**src/rtl/serial_frame_ctrl.sv**
```systemverilog
// Serial frame receiver: start bit, channel-id header, length field, then routes payload bits to one channel.
// Optional trailing even-parity bit check is enabled with `define PARITY_CHK_EN.
module serial_frame_ctrl #(
  parameter int HDR_BITS = 2,
  parameter int LEN_BITS = 4
) (
  input  logic                     clk,
  input  logic                     rst,
  input  logic                     ser_in,
  input  logic                     bit_en,
  input  logic                     abort,
  output logic                     dout,
  output logic [2**HDR_BITS-1:0]   dval,
  output logic [HDR_BITS-1:0]      ch_id,
  output logic                     busy,
  output logic                     done,
  output logic                     frame_err
);

  // state   | meaning
  // IDLE    | waiting for a start bit (ser_in=0 on a strobed cycle)
  // HDR     | shifting in the channel id, MSB first
  // LEN     | shifting in the payload length, MSB first
  // PAYLOAD | forwarding payload bits to dval[ch_id]
  // PAR     | consuming the parity bit (parity build only)
  // FIN     | one-cycle done pulse, then back to IDLE
  typedef enum logic [2:0] {
    S_IDLE, S_HDR, S_LEN, S_PAYLOAD, S_FIN, S_PAR
  } state_t;

  localparam int NCH  = 2**HDR_BITS;
  localparam int MAXB = (HDR_BITS > LEN_BITS) ? HDR_BITS : LEN_BITS;
  localparam int CW   = $clog2(MAXB + 1);

`ifdef PARITY_CHK_EN
  localparam state_t S_BODY_END = S_PAR;
`else
  localparam state_t S_BODY_END = S_FIN;
`endif

  state_t              state, state_n;
  logic [CW-1:0]       cnt;
  logic [LEN_BITS-1:0] len_reg;
  logic [LEN_BITS-1:0] remaining;
  logic [LEN_BITS-1:0] len_full;
  logic                take;
  logic                hdr_last;
  logic                len_last;

  assign dout     = ser_in;
  assign busy     = (state != S_IDLE);
  assign take     = bit_en && !abort && !rst;
  assign len_full = LEN_BITS'({len_reg, ser_in});
  assign hdr_last = (cnt == CW'(HDR_BITS - 1));
  assign len_last = (cnt == CW'(LEN_BITS - 1));

  always_comb begin
    state_n = state;
    dval    = '0;
    case (state)
      S_IDLE:    if (take && !ser_in) state_n = S_HDR;
      S_HDR:     if (take && hdr_last) state_n = S_LEN;
      S_LEN:
        if (take && len_last) state_n = (len_full == '0) ? S_BODY_END : S_PAYLOAD;
      S_PAYLOAD:
        if (take) begin
          dval = NCH'(1) << ch_id;
          if (remaining <= LEN_BITS'(1)) state_n = S_BODY_END;
        end
      S_PAR:     if (take) state_n = S_FIN;
      S_FIN:     state_n = S_IDLE;
      default:   state_n = S_IDLE;
    endcase
    if (abort) state_n = S_IDLE;
  end

  always_ff @(posedge clk) begin
    if (rst) begin
      state     <= S_IDLE;
      ch_id     <= '0;
      len_reg   <= '0;
      remaining <= '0;
      cnt       <= '0;
      done      <= 1'b0;
    end else begin
      state <= state_n;
      done  <= (state_n == S_FIN);
      if (!abort && bit_en) begin
        case (state)
          S_IDLE: if (!ser_in) cnt <= '0;
          S_HDR: begin
            ch_id <= HDR_BITS'({ch_id, ser_in});
            cnt   <= hdr_last ? '0 : cnt + CW'(1);
          end
          S_LEN: begin
            len_reg <= len_full;
            if (len_last) begin
              cnt       <= '0;
              remaining <= len_full;
            end else begin
              cnt <= cnt + CW'(1);
            end
          end
          S_PAYLOAD: if (remaining != '0) remaining <= remaining - LEN_BITS'(1);
          default: ;
        endcase
      end
    end
  end

`ifdef PARITY_CHK_EN
  logic par_acc;

  // Accumulator covers header, length and payload bits; the start bit is excluded.
  always_ff @(posedge clk) begin
    if (rst || abort) begin
      par_acc   <= 1'b0;
      frame_err <= 1'b0;
    end else begin
      frame_err <= 1'b0;
      if (bit_en) begin
        case (state)
          S_IDLE:                   if (!ser_in) par_acc <= 1'b0;
          S_HDR, S_LEN, S_PAYLOAD:  par_acc <= par_acc ^ ser_in;
          S_PAR:                    frame_err <= par_acc ^ ser_in;
          default: ;
        endcase
      end
    end
  end
`else
  assign frame_err = 1'b0;
`endif

endmodule

```
**config.mk**
```make
export PLATFORM = sky130hd
export DESIGN_NAME = serial_frame_ctrl
export DESIGN_NICKNAME = d
export VERILOG_FILES = /design/src/rtl/serial_frame_ctrl.sv
export SDC_FILE = /design/constraint.sdc
export NUM_CORES = 1
export LEC_CHECK = 0
export BUFFER_PORTS_ARGS = -buffer_cell sky130_fd_sc_hd__buf_2
export CAP_MARGIN = 15
export CORE_MARGIN = 2
export CORE_UTILIZATION = 43
export DETAILED_ROUTE_END_ITERATION = 6
export PLACE_DENSITY_LB_ADDON = 0.3
export SLEW_MARGIN = 10
export SYNTH_ARGS = -nofsm -noshare
export SYNTH_HDL_FRONTEND = slang
export SYNTH_SLANG_ARGS = --single-unit
export TNS_END_PERCENT = 30
```
**constraint.sdc**
```tcl
create_clock -name clk -period 3.3 [get_ports clk]
set_clock_uncertainty 0.15 [all_clocks]
set_input_delay 0.66 -clock clk [delete_from_list [all_inputs] [get_ports clk]]
set_output_delay 0.66 -clock clk [all_outputs]
set_load 0.02 [all_outputs]
```
=== Word-level counts from Yosys, hierarchy flattened ===
Index checks and enable logic that the tools add are counted.

* Flip-flop bits (word level): 16
* Memories: 0
* Word-level logic and storage cells: 56
* Input port bits: 5
* Output and inout port bits: 10
* Bits in latches: 0
* Bits in read-only memories: 0
* RAM bits: 0

* Reductions and logical operators: 18
* Multipliers: 0
* Shift-type cells: 1
* $lt $le $gt $ge: 1
* $add $sub $neg: 2
* Equality and inequality tests: 10
* Div/mod/pow operators: 0
* Bitwise operators: 0
* Mux-type cells: 18

{| class="wikitable"
|+ Operators by type and width
! operator !! count
|-
| $mux 3 || 11
|-
| $mux 4 || 4
|-
| $pmux 3 s5 || 1
|-
| $eq 3x2->1 const B || 3
|-
| $pmux 3 s3 || 1
|-
| $pmux 4 s2 || 1
|-
| $eq 3x1->1 const B || 2
|-
| $eq 3x3->1 const B || 2
|-
| $ne 2x2->1 const B || 3
|-
| $reduce_bool 3->1 || 2
|-
| $logic_and 1x1->1 || 5
|-
| $le 4x1->1 const B || 1
|-
| $logic_not 4->1 || 1
|-
| $reduce_and 2->1 || 2
|-
| $reduce_and 4->1 || 1
|-
| $reduce_bool 4->1 || 1
|-
| $shl 1x2->4 const A || 1
|-
| $sub 4x1->4 const B || 1
|-
| $add 3x1->3 const B || 1
|-
| $logic_not 1->1 || 3
|-
| $logic_not 3->1 || 1
|-
| $reduce_and 3->1 || 1
|-
| $reduce_bool 2->1 || 1
|}

=== Logic depth before layout (Yosys ltp) ===
Gate-level depths: netlist of the first run.

* Depth after elaboration: 8
* Mapped depth: 7
* Gate-level depth less buffers: 7

=== Worst setup path after synthesis of the first run ===
OpenSTA, ideal clock, no wires.

* Path kind: input to output
* Start point: input abort
* End point: output dval[0]
* Path slack: 0.915 ns
* Stages on the path: 3
* Data arrival time: 1.575 ns
* Buffers on the path: 0
* Cell sequence: nor2_1 -> nand2_1 -> nor4_1

* Cells in the longest elaborated chain, start to end: 5

{| class="wikitable"
|+ RTL lines
! element !! line !! RTL
|-
| start: declaration || 11 || <nowiki>input logic abort,</nowiki>
|-
| $logic_not 1->1 || 52 || <nowiki>assign take = bit_en && !abort && !rst;</nowiki>
|-
| $logic_and 1x1->1 (2 in a row) || 52 ||
|-
| $mux 4 || 66 || <nowiki>if (take) begin</nowiki>
|-
| $mux 4 || 60 || <nowiki>case (state)</nowiki>
|-
| end: declaration || 13 || <nowiki>output logic [2**HDR_BITS-1:0] dval,</nowiki>
|}

No other way between the ends.

=== Worst setup path in the final report of the first run ===
* Start point: register state[0]
* End point: output dval[2]

* Cells in the longest elaborated chain, start to end: 2

{| class="wikitable"
|+ RTL lines
! element !! line !! RTL
|-
| start: declaration || 41 || <nowiki>state_t state, state_n;</nowiki>
|-
| start signal: assignment || 86 || <nowiki>state <= state_n;</nowiki>
|-
| $eq 3x2->1 || 60 ||
|-
| $mux 4 || 60 ||
|}

No other way between the ends.

==> flow_summary.json, run 1 <==
{
  "netlist_area_um2": 1086,
  "synth_nets": 141,
  "min_path_type": "register to register",
  "grt_pass1_vias": 770,
  "diodes": 0,
  "coreArea_um2": 2432,
  "yosysUniqueCellTypes": 47,
  "n_fill_cell": 255,
  "power_density_nw_per_um2": 300.5,
  "p_clk_share_pct": 37.4,
  "grt_max_degree": 16,
  "top_register": "remaining",
  "clk_latency_ns": 0.29,
  "clk_pin_slew_ns": 0.09,
  "sequentialPowerShare_pct": 55.4,
  "pin_count": 15,
  "fin_tns_setup_ns": 0,
  "cts_tree": "built",
  "final-hold-violation-count": 0,
  "path_max_fanout": 15,
  "design.die.area_um2": 2944,
  "synthArstFlopShare_pct": 0,
  "crit_type": "register to primary output",
  "vdd_ir_drop_max_mv": 0.3653,
  "yosysWarnings": 0,
  "final_layout_size_suffix_gt1_share_pct": 20.14,
  "dp_hpwl_um": 1644,
  "seq_area_frac_synth_pct": 29.49,
  "synth-seq-cells": 16,
  "grt_util_met3_pct": 5.738,
  "fmax_mhz": 400.8,
  "cts.sinks": 16,
  "nNetsFinal": 152,
  "num_rows": 18,
  "critical_path_arrival_ns": 1.68,
  "drt_pass1_iterations": 4,
  "cts_buffers": 3,
  "cts_setup_buffers": 0,
  "synthFlopType": "dfxtp_1",
  "synth_edf_count": 0,
  "combPwrFrac_pct": 7.2,
  "ctsHoldBuffers": 0,
  "grt_pass1_wl_um": 3498,
  "p_int_uw": 269.4,
  "area_growth_pct": 7.604,
  "slew_violations": 0,
  "finalWirelength_um": 2152,
  "setup_ws_ns": 0.8050,
  "gr-total-overflow": 0,
  "via_per_inst": 5.592,
  "outcome": "finished clean",
  "ant_nets": 0,
  "wl_per_cell_um": 12.73,
  "cts_resized": 0,
  "busiest_layer": "met2",
  "startpoint_type": "register",
  "num_vias": 945,
  "gp_congestion": 0.8867,
  "drt_iter0_drc": 11,
  "critPathCaptureType": "primary output",
  "p_leak_uw": 0.0004590,
  "floorplan.initialDensity_pct": 44.65,
  "setup_viol": 0,
  "cp.required_ns": 2.49,
  "cts_root_buf": "clkbuf_4",
  "drc": 0,
  "met1_usage_pct": 21.74,
  "grt_use_met2_pct": 27.11,
  "rsz0062_at_grt": "false",
  "die_height_um": 54.26,
  "antenna_found_initial": 0,
  "largest_reg_flops": 4,
  "drv_cap": 0,
  "htreeDepth": 1,
  "fin_crit_sh_pct": 75.61,
  "cts.path.max_buffers": 2,
  "swShare_pct": 23.29,
  "place_ws_ns": 0.8998,
  "syn_inst": 129,
  "finalCriticalPeriod_ns": 2.495,
  "globalRouteTotalUtil_pct": 16.69,
  "port_buffers": 13,
  "p_switching_uw": 81.77,
  "syn_area_per_cell_um2": 8.419,
  "die_x_um": 54.26
}
[metrics by stage]
stage / cells / power, µW / hold slack (ns) / area (µm²) / util, %
floorplan: 129 / 216.6 / 0.2956 / 1086 / -
detailed placement: 165 / 224.4 / 0.3188 / 1132 / 46.55
CTS: 169 / 354.3 / 0.3330 / 1169 / 48.05
global route: 169 / 366.1 / 0.3439 / 1169 / 48.05
finish: 169 / 351.2 / 0.3302 / 1169 / 48.05
global placement: 165 / 223.9 / 0.3093 / 1132 / 46.55
[synthesized netlist by cell type (2+ instances only)]
cell type,count,area [µm²]
a21oi_1,8,40.04
a32oi_1,2,17.52
and2b_2,2,17.52
buf_4,4,30.03
buf_6,2,22.52
dfxtp_1,16,320.3
ha_1,7,87.58
inv_1,7,26.28
mux2i_1,3,30.03
nand2_1,14,52.55
nand2b_1,2,12.51
nand3_1,8,40.04
nor2_1,11,41.29
nor2b_1,4,25.02
nor3b_4,2,37.54
nor4_1,2,12.51
o21ai_0,3,15.01
o21ai_2,2,17.52
o22ai_1,2,12.51
[final timing paths]
path	to	start	depth (start not counted)	slack, ns
hold reg to reg	remaining[1]	remaining[1]	2	0.33
setup reg to reg	done	remaining[0]	6	1.46
setup / recovery	dval[2]	state[0]	4	0.81
hold / removal	remaining[1]	remaining[1]	2	0.33
[worst max-delay path, cell delays in order, from the launching register on]
cell and delay [ns]:
dfxtp_1 0.63, and3b_1 0.39, nand3_1 0.11, nor2_1 0.10, buf_2 0.17
[layer usage]
metal  part of all wire [%]  up-vias
met4                   0.46        0
met2                     47       14
li1                       -      478
met3                    4.5        2
met1                     48      451
met5                      0        -
[power by group through the flow]
stage / logic [µW] / registers (µW) / clock network (µW)
4_1_cts: 25.4 / 195 / 134
2_1_floorplan: 18.3 / 198 / 0
5_1_grt: 27.6 / 195 / 144
3_3_place_gp: 25.0 / 199 / 0
6_report: 25.4 / 195 / 131
3_5_place_dp: 25.4 / 199 / 0
[cell type report]
cell class,instances,area (µm²),area share (%)
sequential,16,320.3,27.41
timing repair buffer,13,65.06,5.567
clock buffer,4,36.28,3.105
inverter,7,26.28,2.248
tap,30,37.54,3.212
multi-input combinational,99,683.2,58.46
[cell usage in the layout (no fill, tap or decap), types with 2 or more instances in the layout]
master     n
a21oi_1    8
a32oi_1    2
and2b_2    2
buf_2     13
clkbuf_4   3
dfxtp_1   16
ha_1       7
inv_1      7
mux2i_1    3
nand2_1   14
nand2b_1   2
nand3_1    8
nor2_1    11
nor2b_1    4
nor3b_4    2
nor4_1     2
o21ai_0    3
o21ai_2    2
o22ai_1    2
[cells by family after synthesis]
group | synth area share, %
and+or+nand+nor | 33.87
AOI/OAI and AO/OA | 17.86
DFF | 29.49
buffers and inverters | 7.604
adders and majority gates | 8.064
muxes | 2.765
other | 0.3453
Note: power is estimated with default switching activity, not from simulation.
==> run 2: changes to the inputs <==
==> constraint.sdc (replaced) <==
create_clock -name clk -period 2 [get_ports clk]
set_clock_uncertainty 0.15 [all_clocks]
set_input_delay 0.4 -clock clk [delete_from_list [all_inputs] [get_ports clk]]
set_output_delay 0.4 -clock clk [all_outputs]
set_load 0.02 [all_outputs]
==> run 2 against run 1 <==
Core utilization up 1.3 points; clock power increased by 33%; sequential power is 64% higher; global-route usage rose by 1.9 points; via count rose by 2.2%; setup slack got worse by 0.76 ns; total power increased by 54%; critical path type unchanged.
==> flow_summary.json, run 2 (synthesized netlist as in run 1, its figures left out) <==
{
  "crit_path_end": "dval[0]",
  "drc": 0,
  "final-hold-violation-count": 0,
  "power_density_nw_per_um2": 451.2,
  "gp_congestion": 0.9173,
  "fmax_mhz": 511.4,
  "finalCriticalPeriod_ns": 1.955,
  "combPwrFrac_pct": 8.9,
  "regToRegSetupSlack_ns": 0.16,
  "globalRouteTotalUtil_pct": 18.58,
  "mostFrequentLayoutCells": "16 x dfxtp_1, 14 x nand2_1, 13 x buf_2, 11 x nor2_1",
  "rsz0062_at_grt": "true",
  "startpoint_type": "register",
  "cts_root_buf": "clkbuf_4",
  "setup_viol": 0,
  "postLayoutCellArea_um2": 1200,
  "p_switching_uw": 134.5,
  "vdd_ir_drop_max_mv": 0.3956,
  "sequentialPowerShare_pct": 59.1,
  "pin_count": 15,
  "path_max_fanout": 8,
  "drt_iter0_drc": 22,
  "crit_type": "register to primary output",
  "p_clk_share_pct": 32.1,
  "diodes": 0,
  "grt_pass1_wl_um": 3795,
  "grt_pass1_vias": 850,
  "swShare_pct": 24.85,
  "ff2ff_path_depth": 6,
  "power_uw": 541.3,
  "drv_cap": 0,
  "finalWirelength_um": 2438,
  "via_per_inst": 5.584,
  "dpl_cell_area_um2": 1170,
  "htreeDepth": 1,
  "design.die.area_um2": 2944,
  "final_layout_size_suffix_gt1_share_pct": 23.78,
  "p_int_uw": 406.8,
  "cts_tree": "built",
  "cts_buffers": 3,
  "nNetsFinal": 157,
  "largest_reg_flops": 4,
  "slew_violations": 0,
  "clk_pin_slew_ns": 0.09,
  "p_leak_uw": 0.0004778,
  "layout.cells.non_filler": 173,
  "dp_cells": 170,
  "critical-path-max-stage-delay_ns": 0.34,
  "wl_per_cell_um": 14.09,
  "cp.required_ns": 1.45,
  "crit_buf_inv": 1,
  "r2r_start": "remaining[0]",
  "critical_path_arrival_ns": 1.41,
  "num_vias": 966,
  "port_buffers": 13,
  "critPathLaunch": "state[2]",
  "antenna_found_initial": 0,
  "die_height_um": 54.26,
  "mostFrequentLayoutCell": "dfxtp_1",
  "ant_nets": 0,
  "critPathCaptureType": "primary output",
  "crit_family": "simple AND/OR/NAND/NOR gates",
  "gr-total-overflow": 0,
  "die_x_um": 54.26,
  "clk_latency_ns": 0.29,
  "outcome": "finished clean",
  "coreArea_um2": 2432,
  "ctsHoldBuffers": 0,
  "cp_num_cells": 3,
  "cts.path.max_buffers": 2,
  "area_growth_pct": 10.48,
  "dp_hpwl_um": 1848,
  "path_cells": "nand3b_2, nor4_2, buf_2",
  "grt_max_degree": 14,
  "floorplan.initialDensity_pct": 44.65,
  "min_path_type": "input pin to register",
  "top_register": "remaining",
  "cts.sinks": 16,
  "num_rows": 18,
  "fin_crit_sh_pct": 97.77,
  "reg2reg_to": "state[1]",
  "final_util_pct": 49.33,
  "crit_slowest_cell": "dfxtp_1",
  "drt_pass1_iterations": 4
}
## run 2: cell type report
type | count | area (µm²)
well taps | 30 | 37.54
inverters | 7 | 26.28
repair buffers | 18 | 102.6
clock buffers | 3 | 22.52
multi-input cells | 99 | 690.7
flip-flops and latches | 16 | 320.3
fillers | 238 | 1232
## run 2: power groups by stage
stage | Combinational [µW] | Clock, µW | Sequential [µW]
after floorplan | 30.2 | 0 | 327
after global routing | 52.2 | 194 | 320
after global placement | 46.6 | 0 | 327
final | 48.1 | 174 | 320
after detailed placement | 47.2 | 0 | 327
after CTS | 47.5 | 185 | 320
## run 2: how the worst min path moves through the flow
| stage | start | end | slack (ns) | cells after the start |
|---|---|---|---|---|
| 6_report | rst | cnt[0] | 0.22 | 2 |
| 3_5_place_dp | remaining[1] | remaining[1] | 0.32 | 2 |
| 2_1_floorplan | remaining[1] | remaining[1] | 0.30 | 2 |
| 5_1_grt | rst | cnt[0] | 0.22 | 2 |
| 3_3_place_gp | remaining[1] | remaining[1] | 0.31 | 2 |
| 4_1_cts | rst | cnt[0] | 0.21 | 2 |
## run 2: stage by stage
stage / hold slack, ns / setup TNS, ns / setup slack [ns]
2_1_floorplan: 0.2956 / 0 / 0.06854
3_3_place_gp: 0.3128 / 0 / 0.1925
3_5_place_dp: 0.3180 / 0 / 0.1607
4_1_cts: 0.2132 / 0 / 0.01183
5_1_grt: 0.2234 / -0.06053 / -0.06053
6_report: 0.2246 / 0 / 0.04454
## run 2: timing repair
action | CTS | global route
buffers inserted | 0 | 0
setup endpoints to repair | 0 | 4
resized for setup | 0 | 2
## run 2: routing by layer
metal | part of all wire, % | GRT usage, % | vias to the layer above
met1 | 46 | 22.97 | 445
met2 | 46 | 28.31 | 23
met4 | 3.1 | 11.67 | 0
li1 | - | - | 488
met3 | 4.7 | 5.191 | 10
met5 | 0 | 0 | -
==> run 3: changes to the inputs <==
--- a/config.mk
+++ b/config.mk
@@ -8,7 +8,7 @@
 export BUFFER_PORTS_ARGS = -buffer_cell sky130_fd_sc_hd__buf_2
 export CAP_MARGIN = 15
 export CORE_MARGIN = 2
-export CORE_UTILIZATION = 43
+export CORE_UTILIZATION = 40
 export DETAILED_ROUTE_END_ITERATION = 6
 export PLACE_DENSITY_LB_ADDON = 0.3
 export SLEW_MARGIN = 10
==> run 3 against run 2 <==
Combinational power about the same; routed wire length decreased by 7.5%; sequential share of layout area decreased by 0.33 points; count of clock-buffer cells in the layout increased by 1; sequential power about the same; cell area increased by 1.3%; non-clock buffer count unchanged; die area increased by 6.9%.
==> flow_summary.json, run 3 (synthesized netlist as in run 1, its figures left out) <==
{
  "layout.cells.non_filler": 174,
  "worstHoldStart": "rst",
  "port_buffers": 13,
  "slew_violations": 0,
  "cts_buffers": 3,
  "clk_latency_ns": 0.30,
  "fin_crit_sh_pct": 95.82,
  "htreeDepth": 1,
  "setup_ws_ns": 0.08359,
  "grt_pass1_vias": 856,
  "top_register": "remaining",
  "drc": 0,
  "via_per_inst": 5.569,
  "vdd_ir_drop_max_mv": 0.3439,
  "coreArea_um2": 2522,
  "ff2ff_path_depth": 6,
  "drt_pass1_iterations": 5,
  "cts_tree": "built",
  "globalRouteTotalUtil_pct": 15.68,
  "rsz0062_at_grt": "true",
  "final-hold-violation-count": 0,
  "mostFrequentLayoutCell": "dfxtp_1",
  "min_path_type": "input pin to register",
  "r2r_start": "remaining[0]",
  "die_x_um": 56.11,
  "finalWirelength_um": 2256,
  "p_leak_uw": 0.0004860,
  "antenna_found_initial": 0,
  "min_to": "cnt[0]",
  "dp_cells": 170,
  "largest_reg_flops": 4,
  "reg2reg_to": "state[1]",
  "diodes": 0,
  "final_layout_size_suffix_gt1_share_pct": 24.31,
  "wl_per_cell_um": 12.97,
  "startpoint_type": "register",
  "place_ws_ns": 0.1533,
  "dp_hpwl_um": 1748,
  "pin_count": 15,
  "regToRegSetupSlack_ns": 0.18,
  "cts_setup_buffers": 0,
  "ctsHoldBuffers": 0,
  "power_density_nw_per_um2": 481.2,
  "cts.sinks": 16,
  "grt_pass1_wl_um": 3877,
  "drt_iter0_drc": 31,
  "num_vias": 969,
  "mostFrequentLayoutCells": "16 x dfxtp_1, 14 x nand2_1, 13 x buf_2, 11 x nor2_1",
  "setup_viol": 0,
  "power_uw": 584.6,
  "crit_type": "register to primary output",
  "critPathCaptureType": "primary output",
  "nNetsFinal": 157,
  "clk_pin_slew_ns": 0.09,
  "gp_congestion": 0.8039,
  "fmax_mhz": 521.8,
  "floorplan.initialDensity_pct": 43.06,
  "drv_cap": 0,
  "cp.required_ns": 1.45,
  "slew_headroom_pct": 63.39,
  "finalCriticalPeriod_ns": 1.916,
  "path_max_fanout": 8,
  "cts_root_buf": "clkbuf_4",
  "num_rows": 18,
  "die_height_um": 56.11,
  "gr-total-overflow": 0,
  "outcome": "finished clean",
  "area_growth_pct": 11.87,
  "critPathLaunch": "state[2]",
  "critical_path_arrival_ns": 1.37,
  "min_path_cells": 2,
  "cts.path.max_buffers": 2,
  "design.die.area_um2": 3148,
  "tightest_slew_ns": 0.5441,
  "grt_max_degree": 14,
  "ant_nets": 0
}
## run 3: changes by cell type in the layout (fill, tap and decap cells not counted), sizes merged
cell	change
clkbuf	+1
## run 3: where the power goes
group          total [µW]  switching [µW]  internal, µW
combinational        48.1            30.3          17.8
sequential            320           0.652           319
clock                 217             106           111
## run 3: worst max path at each step
stage | to | cells after the start | slack (ns)
6_report | dval[0] | 3 | 0.08
5_1_grt | dval[0] | 3 | -0.01
4_1_cts | dval[1] | 3 | 0.07
3_5_place_dp | dval[0] | 5 | 0.15
3_3_place_gp | dval[0] | 5 | 0.16
2_1_floorplan | dval[0] | 3 | 0.07
## run 3: timing repair
action / in CTS / in global routing
endpoints found under the hold margin: 0 / 0
gates resized for setup: 0 / 2
setup endpoints to repair: 0 / 5
## run 3: critical path, stage by stage (launching register included)
cell and delay, ns:
dfxtp_1 0.33, nand3b_2 0.30, nor4_1 0.24, buf_2 0.20
## run 3: through the flow
stage	cell area [µm²]	setup TNS [ns]	utilization, %	hold WS (ns)
final	1215	0	48.16	0.2257
after global routing	1215	-0.01032	48.16	0.2204
after CTS	1206	0	47.82	0.2288
after detailed placement	1170	0	46.38	0.3218
after global placement	1170	0	46.38	0.3143
after floorplan	1086	0	-	0.2956
## run 3: final cells by class
class                   count  area [µm²]
fillers                   256        1308
inverters                   7       26.28
repair buffers             18       102.6
multi-input cells          99       691.9
flip-flops and latches     16       320.3
clock buffers               4       36.28
well taps                  30       37.54
## run 3: routing by layer
metal | wire (µm) | track usage, % | part of all wire (%) | vias up
met4 | 36 | 5.102 | 1.6 | 0
met1 | 1047 | 18.31 | 46 | 449
met5 | 0 | 0 | 0 | -
met3 | 132 | 5.116 | 5.9 | 5
li1 | - | - | - | 488
met2 | 1040 | 26.89 | 46 | 27
